`config.mk`:
```
export PLATFORM = sky130hd
export DESIGN_NAME = fp_convert_seq_flat
export DESIGN_NICKNAME = d
export VERILOG_FILES = /design/src/rtl/fp_convert_seq_if.sv /design/src/rtl/fp_convert_seq.sv /design/src/flat_wrapper.sv
export SDC_FILE = /design/constraint.sdc
export NUM_CORES = 1
export LEC_CHECK = 0
export ABC_AREA = 1
export BUFFER_PORTS_ARGS = -buffer_cell sky130_fd_sc_hd__buf_4
export CORE_ASPECT_RATIO = 1.5
export CORE_MARGIN = 1
export CORE_UTILIZATION = 40
export DETAILED_ROUTE_END_ITERATION = 7
export PLACE_DENSITY = 0.59
export RECOVER_POWER = 100
export SLEW_MARGIN = 10
export SYNTH_ARGS = -nofsm -noshare
export SYNTH_HDL_FRONTEND = slang
export SYNTH_SLANG_ARGS = --single-unit
```
`constraint.sdc`:
```
create_clock -name clk -period 2.1 [get_ports clk]
set_input_delay 0.315 -clock clk [delete_from_list [all_inputs] [get_ports clk]]
set_output_delay 0.315 -clock clk [all_outputs]
set_load 0.02 [all_outputs]
```
`src/rtl/fp_convert_seq_if.sv`:
```
`default_nettype none
// ============================================================================
//  Module      : fp_convert_seq_if
//  Description : Handshake bundle for fp_convert_seq. It carries the sample
//                side (in_valid/in_ready, D, rnd_mode) and the result side
//                (out_valid/out_ready, S, E, F, ovf).
//                slave  : converter view (accepts samples, produces results)
//                master : environment view (supplies samples, takes results)
//  Revision    : 1.0  initial release
// ============================================================================
interface fp_convert_seq_if #(
    parameter int SIG_W = 4,
    parameter int EXP_W = 3,
    parameter int IN_W  = 12
) ();
    logic             in_valid;
    logic             in_ready;
    logic [IN_W-1:0]  D;
    logic             rnd_mode;
    logic             out_valid;
    logic             out_ready;
    logic             S;
    logic [EXP_W-1:0] E;
    logic [SIG_W-1:0] F;
    logic             ovf;

    modport slave (
        input  in_valid, D, rnd_mode, out_ready,
        output in_ready, out_valid, S, E, F, ovf
    );

    modport master (
        output in_valid, D, rnd_mode, out_ready,
        input  in_ready, out_valid, S, E, F, ovf
    );
endinterface
`default_nettype wire

```
`src/rtl/fp_convert_seq.sv`:
```
`default_nettype none
// ============================================================================
//  Module      : fp_convert_seq
//  Description : Serial converter from a two's-complement linear sample to
//                sign / exponent / significand floating point, value = F*2^E.
//                The magnitude is normalised one bit per clock (at most
//                MAX_EXP shifts), then truncated or rounded half-up.
//  Ports       : clk  - rising-edge clock
//                rst  - synchronous active-high reset
//                bus  - fp_convert_seq_if.slave:
//                       in_valid/in_ready, D, rnd_mode (sampled at accept),
//                       out_valid/out_ready, S, E, F, ovf
//  Revision    : 1.0  initial release
// ============================================================================
module fp_convert_seq #(
    parameter int SIG_W = 4,
    parameter int EXP_W = 3,
    parameter int IN_W  = 12
) (
    input  wire logic          clk,
    input  wire logic          rst,
    fp_convert_seq_if.slave    bus
);

    // The exponent range must exactly cover the leading-zero span of the
    // magnitude, otherwise the field extraction below is meaningless.
    generate
        if (IN_W != SIG_W + (2 ** EXP_W)) begin : g_param_check
            $error("fp_convert_seq: IN_W must equal SIG_W + 2**EXP_W");
        end
    endgenerate

    localparam int               c_mag_w   = IN_W - 1;
    localparam int               c_rb_idx  = IN_W - 2 - SIG_W;
    localparam logic [EXP_W-1:0] c_max_exp = '1;
    localparam logic [EXP_W-1:0] c_exp_one = {{(EXP_W-1){1'b0}}, 1'b1};
    localparam logic [SIG_W:0]   c_sig_one = {{SIG_W{1'b0}}, 1'b1};
    localparam logic [c_mag_w-1:0] c_mag_one = {{(c_mag_w-1){1'b0}}, 1'b1};
    localparam logic [IN_W-1:0]  c_in_min  = {1'b1, {(IN_W-1){1'b0}}};

    typedef enum logic [1:0] {
        ST_IDLE = 2'd0,
        ST_NORM = 2'd1,
        ST_DONE = 2'd2
    } state_t;

    state_t             r_state;
    state_t             w_state_nxt;

    logic [c_mag_w-1:0] r_mag;
    logic [c_mag_w-1:0] w_mag_nxt;
    logic [EXP_W-1:0]   r_exp;
    logic [EXP_W-1:0]   w_exp_nxt;
    logic               r_sign;
    logic               w_sign_nxt;
    logic               r_mode;
    logic               w_mode_nxt;
    logic               r_clamp;
    logic               w_clamp_nxt;

    logic               r_s;
    logic               w_s_nxt;
    logic [EXP_W-1:0]   r_e;
    logic [EXP_W-1:0]   w_e_nxt;
    logic [SIG_W-1:0]   r_f;
    logic [SIG_W-1:0]   w_f_nxt;
    logic               r_ovf;
    logic               w_ovf_nxt;

    // ---------------------------------------------------------------------
    // Accept-side magnitude. Only the low IN_W-1 bits of -D are needed since
    // |D| < 2^(IN_W-1) for every D except the most negative one, which wraps
    // to zero here and is clamped to all ones instead.
    // ---------------------------------------------------------------------
    logic               w_in_neg;
    logic               w_in_min;
    logic [c_mag_w-1:0] w_in_mag;

    assign w_in_neg = bus.D[IN_W-1];
    assign w_in_min = (bus.D == c_in_min);

    always_comb begin
        w_in_mag = bus.D[c_mag_w-1:0];
        if (w_in_min) begin
            w_in_mag = '1;
        end else if (w_in_neg) begin
            w_in_mag = ~bus.D[c_mag_w-1:0] + c_mag_one;
        end
    end

    // ---------------------------------------------------------------------
    // Normalisation / rounding datapath
    // ---------------------------------------------------------------------
    logic               w_finish;
    logic [SIG_W-1:0]   w_fr;
    logic               w_rb;
    logic               w_round;
    logic [SIG_W:0]     w_sum;
    logic               w_sat;

    assign w_finish = (r_exp == '0) || r_mag[c_mag_w-1];
    assign w_fr     = r_mag[c_mag_w-1 -: SIG_W];
    assign w_rb     = r_mag[c_rb_idx];
    assign w_round  = r_mode && w_rb;
    assign w_sum    = {1'b0, w_fr} + c_sig_one;
    // A round carry at the top exponent has nowhere to go: hold all ones.
    assign w_sat    = w_round && (r_exp == c_max_exp) && (&w_fr);

    // ---------------------------------------------------------------------
    // Next-state and next-datapath logic
    // ---------------------------------------------------------------------
    always_comb begin
        w_state_nxt = r_state;
        w_mag_nxt   = r_mag;
        w_exp_nxt   = r_exp;
        w_sign_nxt  = r_sign;
        w_mode_nxt  = r_mode;
        w_clamp_nxt = r_clamp;
        w_s_nxt     = r_s;
        w_e_nxt     = r_e;
        w_f_nxt     = r_f;
        w_ovf_nxt   = r_ovf;

        case (r_state)
            ST_IDLE: begin
                if (bus.in_valid) begin
                    w_sign_nxt  = w_in_neg;
                    w_mode_nxt  = bus.rnd_mode;
                    w_mag_nxt   = w_in_mag;
                    w_clamp_nxt = w_in_min;
                    w_exp_nxt   = c_max_exp;
                    w_state_nxt = ST_NORM;
                end
            end

            ST_NORM: begin
                if (w_finish) begin
                    w_s_nxt   = r_sign;
                    w_ovf_nxt = r_clamp;
                    if (w_sat) begin
                        w_f_nxt   = '1;
                        w_e_nxt   = c_max_exp;
                        w_ovf_nxt = 1'b1;
                    end else if (w_round && w_sum[SIG_W]) begin
                        // Carry out renormalises to 100..0 one octave up.
                        w_f_nxt = w_sum[SIG_W:1];
                        w_e_nxt = r_exp + c_exp_one;
                    end else if (w_round) begin
                        w_f_nxt = w_sum[SIG_W-1:0];
                        w_e_nxt = r_exp;
                    end else begin
                        w_f_nxt = w_fr;
                        w_e_nxt = r_exp;
                    end
                    w_state_nxt = ST_DONE;
                end else begin
                    w_mag_nxt = {r_mag[c_mag_w-2:0], 1'b0};
                    w_exp_nxt = r_exp - c_exp_one;
                end
            end

            ST_DONE: begin
                if (bus.out_ready) begin
                    w_state_nxt = ST_IDLE;
                end
            end

            default: begin
                w_state_nxt = ST_IDLE;
            end
        endcase
    end

    // ---------------------------------------------------------------------
    // Registers
    // ---------------------------------------------------------------------
    always_ff @(posedge clk) begin
        if (rst) begin
            r_state <= ST_IDLE;
            r_mag   <= '0;
            r_exp   <= '0;
            r_sign  <= 1'b0;
            r_mode  <= 1'b0;
            r_clamp <= 1'b0;
            r_s     <= 1'b0;
            r_e     <= '0;
            r_f     <= '0;
            r_ovf   <= 1'b0;
        end else begin
            r_state <= w_state_nxt;
            r_mag   <= w_mag_nxt;
            r_exp   <= w_exp_nxt;
            r_sign  <= w_sign_nxt;
            r_mode  <= w_mode_nxt;
            r_clamp <= w_clamp_nxt;
            r_s     <= w_s_nxt;
            r_e     <= w_e_nxt;
            r_f     <= w_f_nxt;
            r_ovf   <= w_ovf_nxt;
        end
    end

    assign bus.in_ready  = (r_state == ST_IDLE);
    assign bus.out_valid = (r_state == ST_DONE);
    assign bus.S         = r_s;
    assign bus.E         = r_e;
    assign bus.F         = r_f;
    assign bus.ovf       = r_ovf;

endmodule
`default_nettype wire
```
`src/flat_wrapper.sv`:
```
// flat-port wrapper written by rule: the top's interface ports become plain ports
module fp_convert_seq_flat 
#(
    parameter int SIG_W = 4,
    parameter int EXP_W = 3,
    parameter int IN_W  = 12
)
  (clk, rst, bus_in_valid, bus_D, bus_rnd_mode, bus_out_ready, bus_in_ready, bus_out_valid, bus_S, bus_E, bus_F, bus_ovf);
  fp_convert_seq_if #(.SIG_W(SIG_W), .EXP_W(EXP_W), .IN_W(IN_W)) bus_i ();
  input  wire logic clk;
  input  wire logic rst;
  input wire logic [$bits(bus_i.in_valid)-1:0] bus_in_valid;
  input wire logic [$bits(bus_i.D)-1:0] bus_D;
  input wire logic [$bits(bus_i.rnd_mode)-1:0] bus_rnd_mode;
  input wire logic [$bits(bus_i.out_ready)-1:0] bus_out_ready;
  output wire logic [$bits(bus_i.in_ready)-1:0] bus_in_ready;
  output wire logic [$bits(bus_i.out_valid)-1:0] bus_out_valid;
  output wire logic [$bits(bus_i.S)-1:0] bus_S;
  output wire logic [$bits(bus_i.E)-1:0] bus_E;
  output wire logic [$bits(bus_i.F)-1:0] bus_F;
  output wire logic [$bits(bus_i.ovf)-1:0] bus_ovf;
  assign bus_i.in_valid = bus_in_valid;
  assign bus_i.D = bus_D;
  assign bus_i.rnd_mode = bus_rnd_mode;
  assign bus_i.out_ready = bus_out_ready;
  assign bus_in_ready = bus_i.in_ready;
  assign bus_out_valid = bus_i.out_valid;
  assign bus_S = bus_i.S;
  assign bus_E = bus_i.E;
  assign bus_F = bus_i.F;
  assign bus_ovf = bus_i.ovf;
  fp_convert_seq #(.SIG_W(SIG_W), .EXP_W(EXP_W), .IN_W(IN_W)) u_core (.clk(clk), .rst(rst), .bus(bus_i));
endmodule
```
==> metrics.yaml, run 1 <==
final_layout:
  finalNonFillerCells: 316
  final_net_count: 295
  fillers: 443
  stdcell_area_mm2: 0.00188
  final_cell_mix: "48 x nand2_1, 41 x nor2_1, 29 x inv_1"
  final_common_cell: "nand2_1"
  areaGrowthSynthToFinish_pct: 14.0
  n_antenna_cell: 0
  multi_input_area_um2: 923
  drive_above_1_share_pct: 11.4
  seqCellArea_um2: 561
outcome:
  status: "completed"
place:
  post-place-cells: 312
  placed_area_mm2: 0.00188
  dp_hpwl_um: 3000
  routabilityCongestion: 0.768
  port_buffers: 27
clocking:
  post_cts_buffers: 0
  ctsHoldBuffers: 0
  cts_tree: "done"
  clk_pin_slew_ps: 90
  cts_sinks: 28
  h-tree-depth: 1
  clockRootBuffer: "clkbuf_8"
  insertion_delay_ps: 280
  cts_max_path_buffers: 2
  cts_buffers: 3
  post_cts_resized: 0
routing:
  route.final.wire_length_um: 3750
  drtIter0Drc: 31
  wl_per_cell_um: 11.9
  drt-vias-per-instance: 4.97
  post-route-drc-count: 0
  dr_total_vias: 1571
  detail-route-antenna-nets: 0
  firstDrtPassIters: 4
logic_synthesis:
  yosysSeqAreaShare_pct: 34.1
  syn_nets: 268
  synth_cell_type_count: 31
  ys.flop_type: "dfxtp_1"
  syn_avg_cell_area_um2: 6.72
  ys_async_sr_fraction_pct: 0
  netlist_area_mm2: 0.00165
  yosysWarnings: 0
  ys_seq_elements: 28
  synthCells: 245
  synth-edff-count: 0
die:
  die_area_mm2: 0.00438
  core_mm2: 0.00396
  start_util_pct: 41.6
  num_rows: 28
  dieHeight_um: 80.6
  io-pin-count: 28
  dieWidth_um: 54.4
timing:
  maxSlewHeadroom_pct: 60.5
  finalHoldViolations: 0
  rsz0062_at_grt: "false"
  min_period_ps: 1760
  finalSetupViolCount: 0
  fmax_mhz: 570
  tns_ps: 0
  final.setup_skew_ps: 2.41
  worstMarginPinSlew_ps: 592
  finalCritPeriodShare_pct: 83.6
  drv_slew: 0
critical_path:
  cp-start-kind: "flop"
  end_kind: "flop"
  worstReg2RegStart: "u_core.r_exp[0]$_SDFFE_PP0P_"
  cp.arrival_ps: 1980
  reg2reg_depth: 9
  cp_max_fo: 10
  cp.required_ps: 2330
  critPathLaunch: "u_core.r_exp[0]$_SDFFE_PP0P_"
  path_class: "flop to flop"
  reg2reg_slack_ps: 340
  r2r_end: "u_core.r_mag[10]$_SDFFE_PP0P_"
grt:
  antenna_found_initial: 0
  grt_max_degree: 21
  grt_pass1_vias: 1494
  groute.usage.overall_pct: 20.7
  grt_overflow: 0
  grt_pass1_wl_um: 6600
worst_hold_path:
  min_from: "rst"
  holdPathEnd: "u_core.r_mag[10]$_SDFFE_PP0P_"
  hold_class: "input pin to flop"
  holdPathStages: 2
run:
  maxCapViolCount: 0
power:
  power_leakage_uw: 0.000874
  power.density_mw_per_mm2: 751
  vdd_ir_drop_max_uv: 437
==> cell families (layout without fill, tap and decap cells) <==
| family | after synthesis | after routing | synth area share, % |
|---|---|---|---|
| buffers and inverters | 36 | 62 | 8.82 |
| DFF | 28 | 28 | 34.1 |
| adders and majority gates | 6 | 6 | 4.56 |
| AOI/OAI and AO/OA | 54 | 54 | 18.3 |
| and+or+nand+nor | 118 | 118 | 32.6 |
| xor gates and xnor gates | 3 | 3 | 1.60 |
==> how the worst max path moves through the flow <==
stage	end	cells past startpoint	slack (ps)
after detailed placement	u_core.bus.F[0]$_SDFFE_PP0P_	9	430
after CTS	u_core.bus.F[0]$_SDFFE_PP0P_	9	430
final	u_core.r_mag[10]$_SDFFE_PP0P_	9	340
after floorplan	u_core.bus.F[3]$_SDFFE_PP0P_	9	680
after global routing	u_core.r_mag[5]$_SDFFE_PP0P_	8	150
after global placement	u_core.bus.F[0]$_SDFFE_PP0P_	9	500
==> worst max-delay path, stage by stage (launching register included) <==
cell,delay (ps)
dfxtp_1,380
inv_1,100
ha_1,200
nand2_1,120
nand3_4,150
nand2_1,330
inv_4,110
a21oi_1,140
nand2_1,80
a21oi_2,100
==> power breakdown <==
part | switching [uW] | leakage, uW | internal (uW)
sequential | 48.8 | 0.000231 | 606
combinational | 266 | 0.000615 | 145
clock | 174 | 0.0000288 | 168
total | 488 | 0.000874 | 919
==> sequential cells by signal (all words and copies together), names as in the netlist <==
name / cells
u_core.bus.E: 3
u_core.bus.F: 4
u_core.bus.S: 1
u_core.bus.ovf: 1
u_core.r_clamp: 1
u_core.r_exp: 3
u_core.r_mag: 11
u_core.r_mode: 1
u_core.r_sign: 1
u_core.r_state: 2
==> Yosys cell counts (all sizes together) (2+ instances only) <==
master	instances	area, um^2
a21oi	18	101
buf	4	22.5
dfxtp	28	561
ha	6	75.1
inv	31	119
nand2	51	214
nand3	13	77.6
nand4	2	12.5
nor2	44	189
nor3	6	30.0
o21ai	29	145
o221ai	3	26.3
xor2	2	17.5
==> layout make-up <==
| type | count | area share [%] |
|---|---|---|
| Tap cell | 45 | 3.00 |
| Multi-Input combinational cell | 181 | 49.2 |
| Timing Repair Buffer | 27 | 8.61 |
| Inverter | 31 | 6.34 |
| Sequential cell | 28 | 29.9 |
| Clock buffer | 4 | 2.94 |
==> per-layer routing <==
layer  share of wire [%]  global-route usage (%)  up-vias
li1                    -                       -      848
met1                  42                    21.7      691
met2                  54                    39.4       25
met3                 1.8                    1.70        7
met4                 2.0                    8.46        0
met5                   0                       0        -
==> metrics by stage <==
step | hold slack [ps] | util [%] | total power [uW] | setup slack [ps]
finish | 265 | 47.4 | 1410 | 345
CTS | 262 | 48.8 | 1450 | 426
detailed placement | 469 | 47.4 | 1110 | 432
global route | 265 | 47.4 | 1520 | 155
floorplan | 444 | - | 977 | 681
global placement | 462 | 47.4 | 1110 | 501
(Power assumes the default switching activity.)
==> run 2: changes to the inputs <==
--- a/config.mk
+++ b/config.mk
@@ -5,7 +5,7 @@
 export SDC_FILE = /design/constraint.sdc
 export NUM_CORES = 1
 export LEC_CHECK = 0
-export ABC_AREA = 1
+export ABC_AREA = 0
 export BUFFER_PORTS_ARGS = -buffer_cell sky130_fd_sc_hd__buf_4
 export CORE_ASPECT_RATIO = 1.5
 export CORE_MARGIN = 1
==> constraint.sdc (replaced) <==
create_clock -name clk -period 1.78 [get_ports clk]
set_input_delay 0.267 -clock clk [delete_from_list [all_inputs] [get_ports clk]]
set_output_delay 0.267 -clock clk [all_outputs]
set_load 0.02 [all_outputs]
==> metrics.yaml, run 2 <==
outcome:
  status: "completed"
logic_synthesis:
  synth_cell_type_count: 42  # +35%
  netlist_area_mm2: 0.00160  # -2.6%
  synth_common_cells: "28 x dfxtp_1, 14 x inv_1, 14 x nand2_1, 13 x a21oi_1, 11 x nor2_1"
  yosysWarnings: 0  # unchanged
  synth.most_common_cell: "dfxtp_1"
  synth-edff-count: 0  # unchanged
  yosysSeqAreaShare_pct: 35.0  # +0.90 points
  syn_avg_cell_area_um2: 8.57  # +28%
  syn_nets: 210  # -22%
  synth_top_area_cell: "dfxtp_1"
  ys_seq_elements: 28  # unchanged
  synthCells: 187  # -24%
  yosysTopAreaCellShare_pct: 35.0  # +0.90 points
  ys.flop_type: "dfxtp_1"
  ys_async_sr_fraction_pct: 0  # unchanged
  synthTopCellsByArea: "dfxtp_1 35%, ha_1 4.7%, a21oi_1 4.1%"
clocking:
  h-tree-depth: 1  # unchanged
  ctsHoldBuffers: 0  # unchanged
  cts_sinks: 28  # unchanged
  clockRootBuffer: "clkbuf_8"
  cts_tree: "done"
  insertion_delay_ps: 270  # about the same
  clk_pin_slew_ps: 100  # about the same
  cts_buffers: 3  # unchanged
  cts_max_path_buffers: 2  # unchanged
timing:
  final.setup_skew_ps: 5.98  # +3.56 ps
  tns_ps: 0  # unchanged
  fmax_mhz: 581
  worstMarginPinSlew_ps: 382  # -210 ps
  finalSetupViolCount: 0  # unchanged
  fin_ws_ps: 58.3  # -287 ps
  finalHoldViolations: 0  # unchanged
  finalCritPeriodShare_pct: 96.7
  drv_slew: 0  # unchanged
  maxSlewHeadroom_pct: 74.5  # +14 points
  rsz0062_at_grt: "false"
  min_period_ps: 1720
routing:
  detail-route-antenna-nets: 0  # unchanged
  wl_per_cell_um: 14.6  # +23%
  route.final.wire_length_um: 3980  # +6.2%
  post-route-drc-count: 0  # unchanged
  dr_total_vias: 1536  # -2.2%
  drt-vias-per-instance: 5.63  # +13%
  firstDrtPassIters: 4  # unchanged
  drtIter0Drc: 52  # +68%
final_layout:
  n_antenna_cell: 0  # unchanged
  final_cell_mix: "35 x buf_4, 28 x dfxtp_1, 14 x nand2_1"
  stdcell_area_mm2: 0.00205  # +9.1%
  final_common_cell: "buf_4"
  final_net_count: 254  # -14%
  final_util_pct: 54.6  # +7.2 points
  areaGrowthSynthToFinish_pct: 27.6
  top_register: "u_core.r_mag"
  drive_above_1_share_pct: 25.2  # +14 points
  largest_reg_flops: 11  # unchanged
grt:
  grt.busiest_layer: "met2"
  grt_max_degree: 31  # +48%
  use_met1_pct: 22.2  # +0.55 points
  gr-usage-met3_pct: 2.48  # +0.77 points
  antenna_found_initial: 0  # unchanged
  use_met2_pct: 37.3  # -2.1 points
  grt_pass1_wl_um: 6560  # -0.64%
  grt_pass1_vias: 1518  # +1.6%
  grt_overflow: 0  # unchanged
  groute.usage.overall_pct: 20.5  # -0.21 points
power:
  p_int_uw: 1120  # +22%
  power.density_mw_per_mm2: 819  # +9.1%
  power.share.switching_pct: 33.2  # -1.5 points
  vdd_ir_drop_max_uv: 396  # -9.4%
  power_leakage_uw: 0.000789  # -9.8%
  p_clk_share_pct: 23.6  # -0.7 points
  p_seq_share_pct: 45.3  # -1.2 points
  p_switching_uw: 556  # +14%
  p_total_uw: 1670  # +19%
  p_comb_share_pct: 31.0  # +1.8 points
die:
  dieHeight_um: 79.5  # -1.3%
  start_util_pct: 42.7  # +1.2 points
  num_rows: 27  # -3.6%
  dieWidth_um: 53.7  # -1.3%
  die_area_mm2: 0.00427  # -2.5%
  core_mm2: 0.00375  # -5.3%
  io-pin-count: 28  # unchanged
critical_path:
  worstReg2RegStart: "u_core.r_state[1]$_SDFFE_PP0P_"
  slowest_stage: "or4b_4"
  reg2reg_depth: 5  # -4
  cpLargestDelayFamily: "simple AND/OR/NAND/NOR gates"
  reg2reg_slack_ps: 160  # -180 ps
  cp.required_ps: 1970  # -360 ps
  cpPeakStageDelay_ps: 490  # +110 ps
  cp.arrival_ps: 1910  # -70 ps
  path_buf_inv: 3  # +1
  end_kind: "flop"
  path_class: "input pin to flop"
  cp-start-kind: "input pin"
  path_cells: "buf_4 > inv_2 > ha_2 > or4b_4 > nor4_4 > buf_4 > nor2_2 > a221oi_2"
  cp_max_fo: 4  # -6
  r2r_end: "u_core.r_mag[10]$_SDFFE_PP0P_"
  crit_top_cell: "buf_4"
place:
  placed_area_mm2: 0.00195  # +3.8%
  dp_slack_ps: -265  # -697 ps
  routabilityCongestion: 0.803  # +4.6%
  port_buffers: 27  # unchanged
  dp_hpwl_um: 2970  # -1.0%
worst_hold_path:
  holdPathStages: 3  # +1
  min_from: "bus_out_ready"
  holdPathEnd: "u_core.r_state[1]$_SDFFE_PP0P_"
  hold_class: "input pin to flop"
run:
  maxCapViolCount: 0  # unchanged
[run 2: worst register-to-register path, delay by kind of cell, from the launching register on]
kind            cells  cell delay [ps]
simple gates        2              310
flops               1              470
buf+inv             1              350
compound gates      2              400
[run 2: kinds of logic (layout without fill, tap and decap cells)]
kind of cell / after synthesis / in the layout / share of synthesized area, %
AO/OA/AOI/OAI: 58 / 58 / 27.1
flip-flops: 28 / 28 / 35.0
XOR/XNOR: 9 / 9 / 4.92
AND/OR/NAND/NOR: 59 / 60 / 20.8
adder cells (fa/ha/maj): 6 / 6 / 4.68
multiplexers: 3 / 3 / 1.95
buffers and inverters: 24 / 66 / 5.62
[run 2: area by class of cell]
type                       count  area [um^2]
tap                           43         53.8
clock buffer                   4         55.1
multi-input combinational    136         1010
sequential                    28          561
timing repair buffer          48          312
fill                         367         1700
inverter                      14         52.6
[run 2: routing by layer]
layer / share of wire [%] / vias to the layer above
met4: 2.4 / 0
li1: - / 773
met5: 0 / -
met1: 42 / 730
met3: 1.8 / 8
met2: 54 / 25
[run 2: worst max-delay path by stage]
stage / from / end / slack [ps] / cells after the start
after CTS: bus_D[0] / u_core.r_mag[6]$_SDFFE_PP0P_ / 20 / 7
after floorplan: u_core.r_exp[0]$_SDFFE_PP0P_ / u_core.r_mag[5]$_SDFFE_PP0P_ / 30 / 7
final: bus_D[0] / u_core.r_mag[0]$_SDFFE_PP0P_ / 60 / 8
after global placement: bus_D[0] / u_core.r_mag[6]$_SDFFE_PP0P_ / -180 / 7
after global routing: bus_D[0] / u_core.r_mag[0]$_SDFFE_PP0P_ / 9 / 8
after detailed placement: bus_D[0] / u_core.r_mag[6]$_SDFFE_PP0P_ / -260 / 7
[run 2: what timing repair did]
item	4_1_cts	5_1_grt
gates resized for setup	0	11
buffers inserted	0	4
setup endpoints to repair	0	8
[run 2: metrics by stage]
step / hold WS, ps / instances
after floorplan: 414 / 187
after global placement: 441 / 264
after detailed placement: 443 / 264
after CTS: 248 / 268
after global routing: 287 / 273
final: 253 / 273
[run 2: power groups by stage]
stage / Clock, uW / Combinational, uW / Sequential [uW]
floorplan: 0 / 304 / 770
global placement: 0 / 490 / 767
detailed placement: 0 / 501 / 771
CTS: 405 / 503 / 756
global route: 424 / 576 / 768
finish: 396 / 520 / 759
==> run 3: changes to the inputs <==
--- a/config.mk
+++ b/config.mk
@@ -9,9 +9,9 @@
 export BUFFER_PORTS_ARGS = -buffer_cell sky130_fd_sc_hd__buf_4
 export CORE_ASPECT_RATIO = 1.5
 export CORE_MARGIN = 1
-export CORE_UTILIZATION = 40
+export CORE_UTILIZATION = 55
 export DETAILED_ROUTE_END_ITERATION = 7
-export PLACE_DENSITY = 0.59
+export PLACE_DENSITY = 0.78
 export RECOVER_POWER = 100
 export SLEW_MARGIN = 10
 export SYNTH_ARGS = -nofsm -noshare
==> metrics.yaml, run 3 (synthesized netlist as in run 2, its figures left out) <==
final_layout:
  areaGrowthSynthToFinish_pct: 25.8
  seqCellArea_um2: 561  # unchanged
  multi_input_area_um2: 983  # -2.8%
  final_util_pct: 74.6  # +20 points
  top_register: "u_core.r_mag"
  finalNonFillerCells: 266  # -2.6%
  drive_above_1_share_pct: 24.9  # -0.33 points
  final_cell_mix: "38 x buf_4, 28 x dfxtp_1, 14 x inv_1, 14 x nand2_1, 12 x a21oi_1"
  n_antenna_cell: 0  # unchanged
  final_common_cell: "buf_4"
  stdcell_area_mm2: 0.00202  # -1.4%
  final_net_count: 253  # -0.39%
  largest_reg_flops: 11  # unchanged
  fillers: 229  # -38%
grt:
  use_met1_pct: 28.7  # +6.4 points
  grt_pass1_vias: 1526  # +0.53%
  antenna_found_initial: 0  # unchanged
  grt.busiest_layer: "met2"
  grt_max_degree: 31  # unchanged
  groute.usage.overall_pct: 28.1  # +7.7 points
  use_met2_pct: 52.1  # +15 points
  grt_overflow: 0  # unchanged
  gr-usage-met3_pct: 2.90  # +0.43 points
  grt_pass1_wl_um: 6400  # -2.5%
critical_path:
  cp-start-kind: "input pin"
  cp_max_fo: 4  # unchanged
  path_class: "input pin to flop"
  cp.required_ps: 1970  # about the same
  reg2reg_slack_ps: 150  # about the same
  end_kind: "flop"
  reg2reg_depth: 6  # +1
  cp.arrival_ps: 1870  # -40 ps
power:
  power_leakage_uw: 0.000788  # -0.10%
  power.density_mw_per_mm2: 830  # +1.4%
  vdd_ir_drop_max_uv: 657  # +66%
die:
  dieHeight_um: 68.1  # -14%
  num_rows: 23  # -15%
  core_mm2: 0.00271  # -28%
  io-pin-count: 28  # unchanged
  die_area_mm2: 0.00314  # -26%
  start_util_pct: 59.3  # +17 points
  dieWidth_um: 46.1  # -14%
outcome:
  status: "completed"
timing:
  min_period_ps: 1680  # -39.8 ps
  fmax_mhz: 595  # +2.4%
  rsz0062_at_grt: "true"
  finalHoldViolations: 0  # unchanged
  drv_slew: 0  # unchanged
  maxSlewHeadroom_pct: 74.8  # +0.28 points
  worstMarginPinSlew_ps: 378  # -4.13 ps
  final.setup_skew_ps: 2.12  # -3.85 ps
  finalCritPeriodShare_pct: 94.5  # -2.2 points
  finalSetupViolCount: 0  # unchanged
place:
  post-place-cells: 260  # -1.5%
  routabilityCongestion: 0.756  # -5.9%
  placed_area_mm2: 0.00196  # +0.39%
  dp_hpwl_um: 2970  # +0.23%
  port_buffers: 27  # unchanged
clocking:
  cts_max_path_buffers: 2  # unchanged
  cts_tree: "done"
  clockRootBuffer: "clkbuf_8"
  h-tree-depth: 1  # unchanged
  insertion_delay_ps: 270  # about the same
  cts_buffers: 3  # unchanged
  cts_sinks: 28  # unchanged
  clk_pin_slew_ps: 90  # about the same
routing:
  dr_total_vias: 1553  # +1.1%
  post-route-drc-count: 0  # unchanged
  wl_per_cell_um: 14.5  # -0.77%
  detail-route-antenna-nets: 0  # unchanged
  route.final.wire_length_um: 3850  # -3.3%
  firstDrtPassIters: 4  # unchanged
  drtIter0Drc: 39  # -25%
  drt-vias-per-instance: 5.84  # +3.8%
run:
  maxCapViolCount: 0  # unchanged
worst_hold_path:
  holdPathStages: 3  # unchanged
  hold_class: "input pin to flop"
run 3: final cells by class:
cell class / instances / share of cell area, %
Multi-Input combinational cell: 136 / 48.8
Sequential cell: 28 / 27.8
Timing Repair Buffer: 47 / 15.8
Clock buffer: 4 / 2.73
Inverter: 14 / 2.61
Tap cell: 37 / 2.30
run 3: stage by stage:
| stage | setup TNS (ps) | hold WS (ps) | power [uW] | setup WS, ps |
|---|---|---|---|---|
| 6_report | 0 | 250 | 1670 | 98.1 |
| 2_1_floorplan | 0 | 414 | 1070 | 25.7 |
| 3_5_place_dp | -2260 | 447 | 1280 | -233 |
| 4_1_cts | 0 | 251 | 1670 | 32.3 |
| 5_1_grt | -32.9 | 275 | 1770 | -17.2 |
| 3_3_place_gp | -1590 | 440 | 1260 | -163 |
run 3: timing repair:
item,4_1_cts,5_1_grt
setup endpoints to repair,2,8
pin swaps,0,2
resized for setup,1,4
gates cloned,0,1
buffers inserted,0,1
hold buffers,0,0
run 3: layer usage:
layer	wire length, um	share of wire, %
met2	2090	54
met3	128	3.3
met4	113	2.9
met5	0	0
met1	1520	39
run 3: worst paths after layout:
kind                                                       end                    startpoint
worst min-delay path            u_core.r_state[1]$_SDFFE_PP0P_                 bus_out_ready
worst min register to register    u_core.bus.E[1]$_SDFFE_PP0P_  u_core.bus.E[1]$_SDFFE_PP0P_
worst max-delay path              u_core.r_mag[2]$_SDFFE_PP0P_                      bus_D[0]
worst max register to register    u_core.r_mag[3]$_SDFFE_PP0P_  u_core.r_exp[1]$_SDFFE_PP0P_
run 3: power by group:
part	total, uW	internal (uW)	switching [uW]
Combinational	527	233	294
Sequential	756	698	57.9
Clock	391	198	193
Total	1670	1130	545
run 3: critical path, cell delays in order:
cell and delay, ps:
buf_4 110, inv_1 60, ha_1 170, or4b_4 510
nor4_4 220, buf_4 180, nor2_2 70, a221oi_2 260
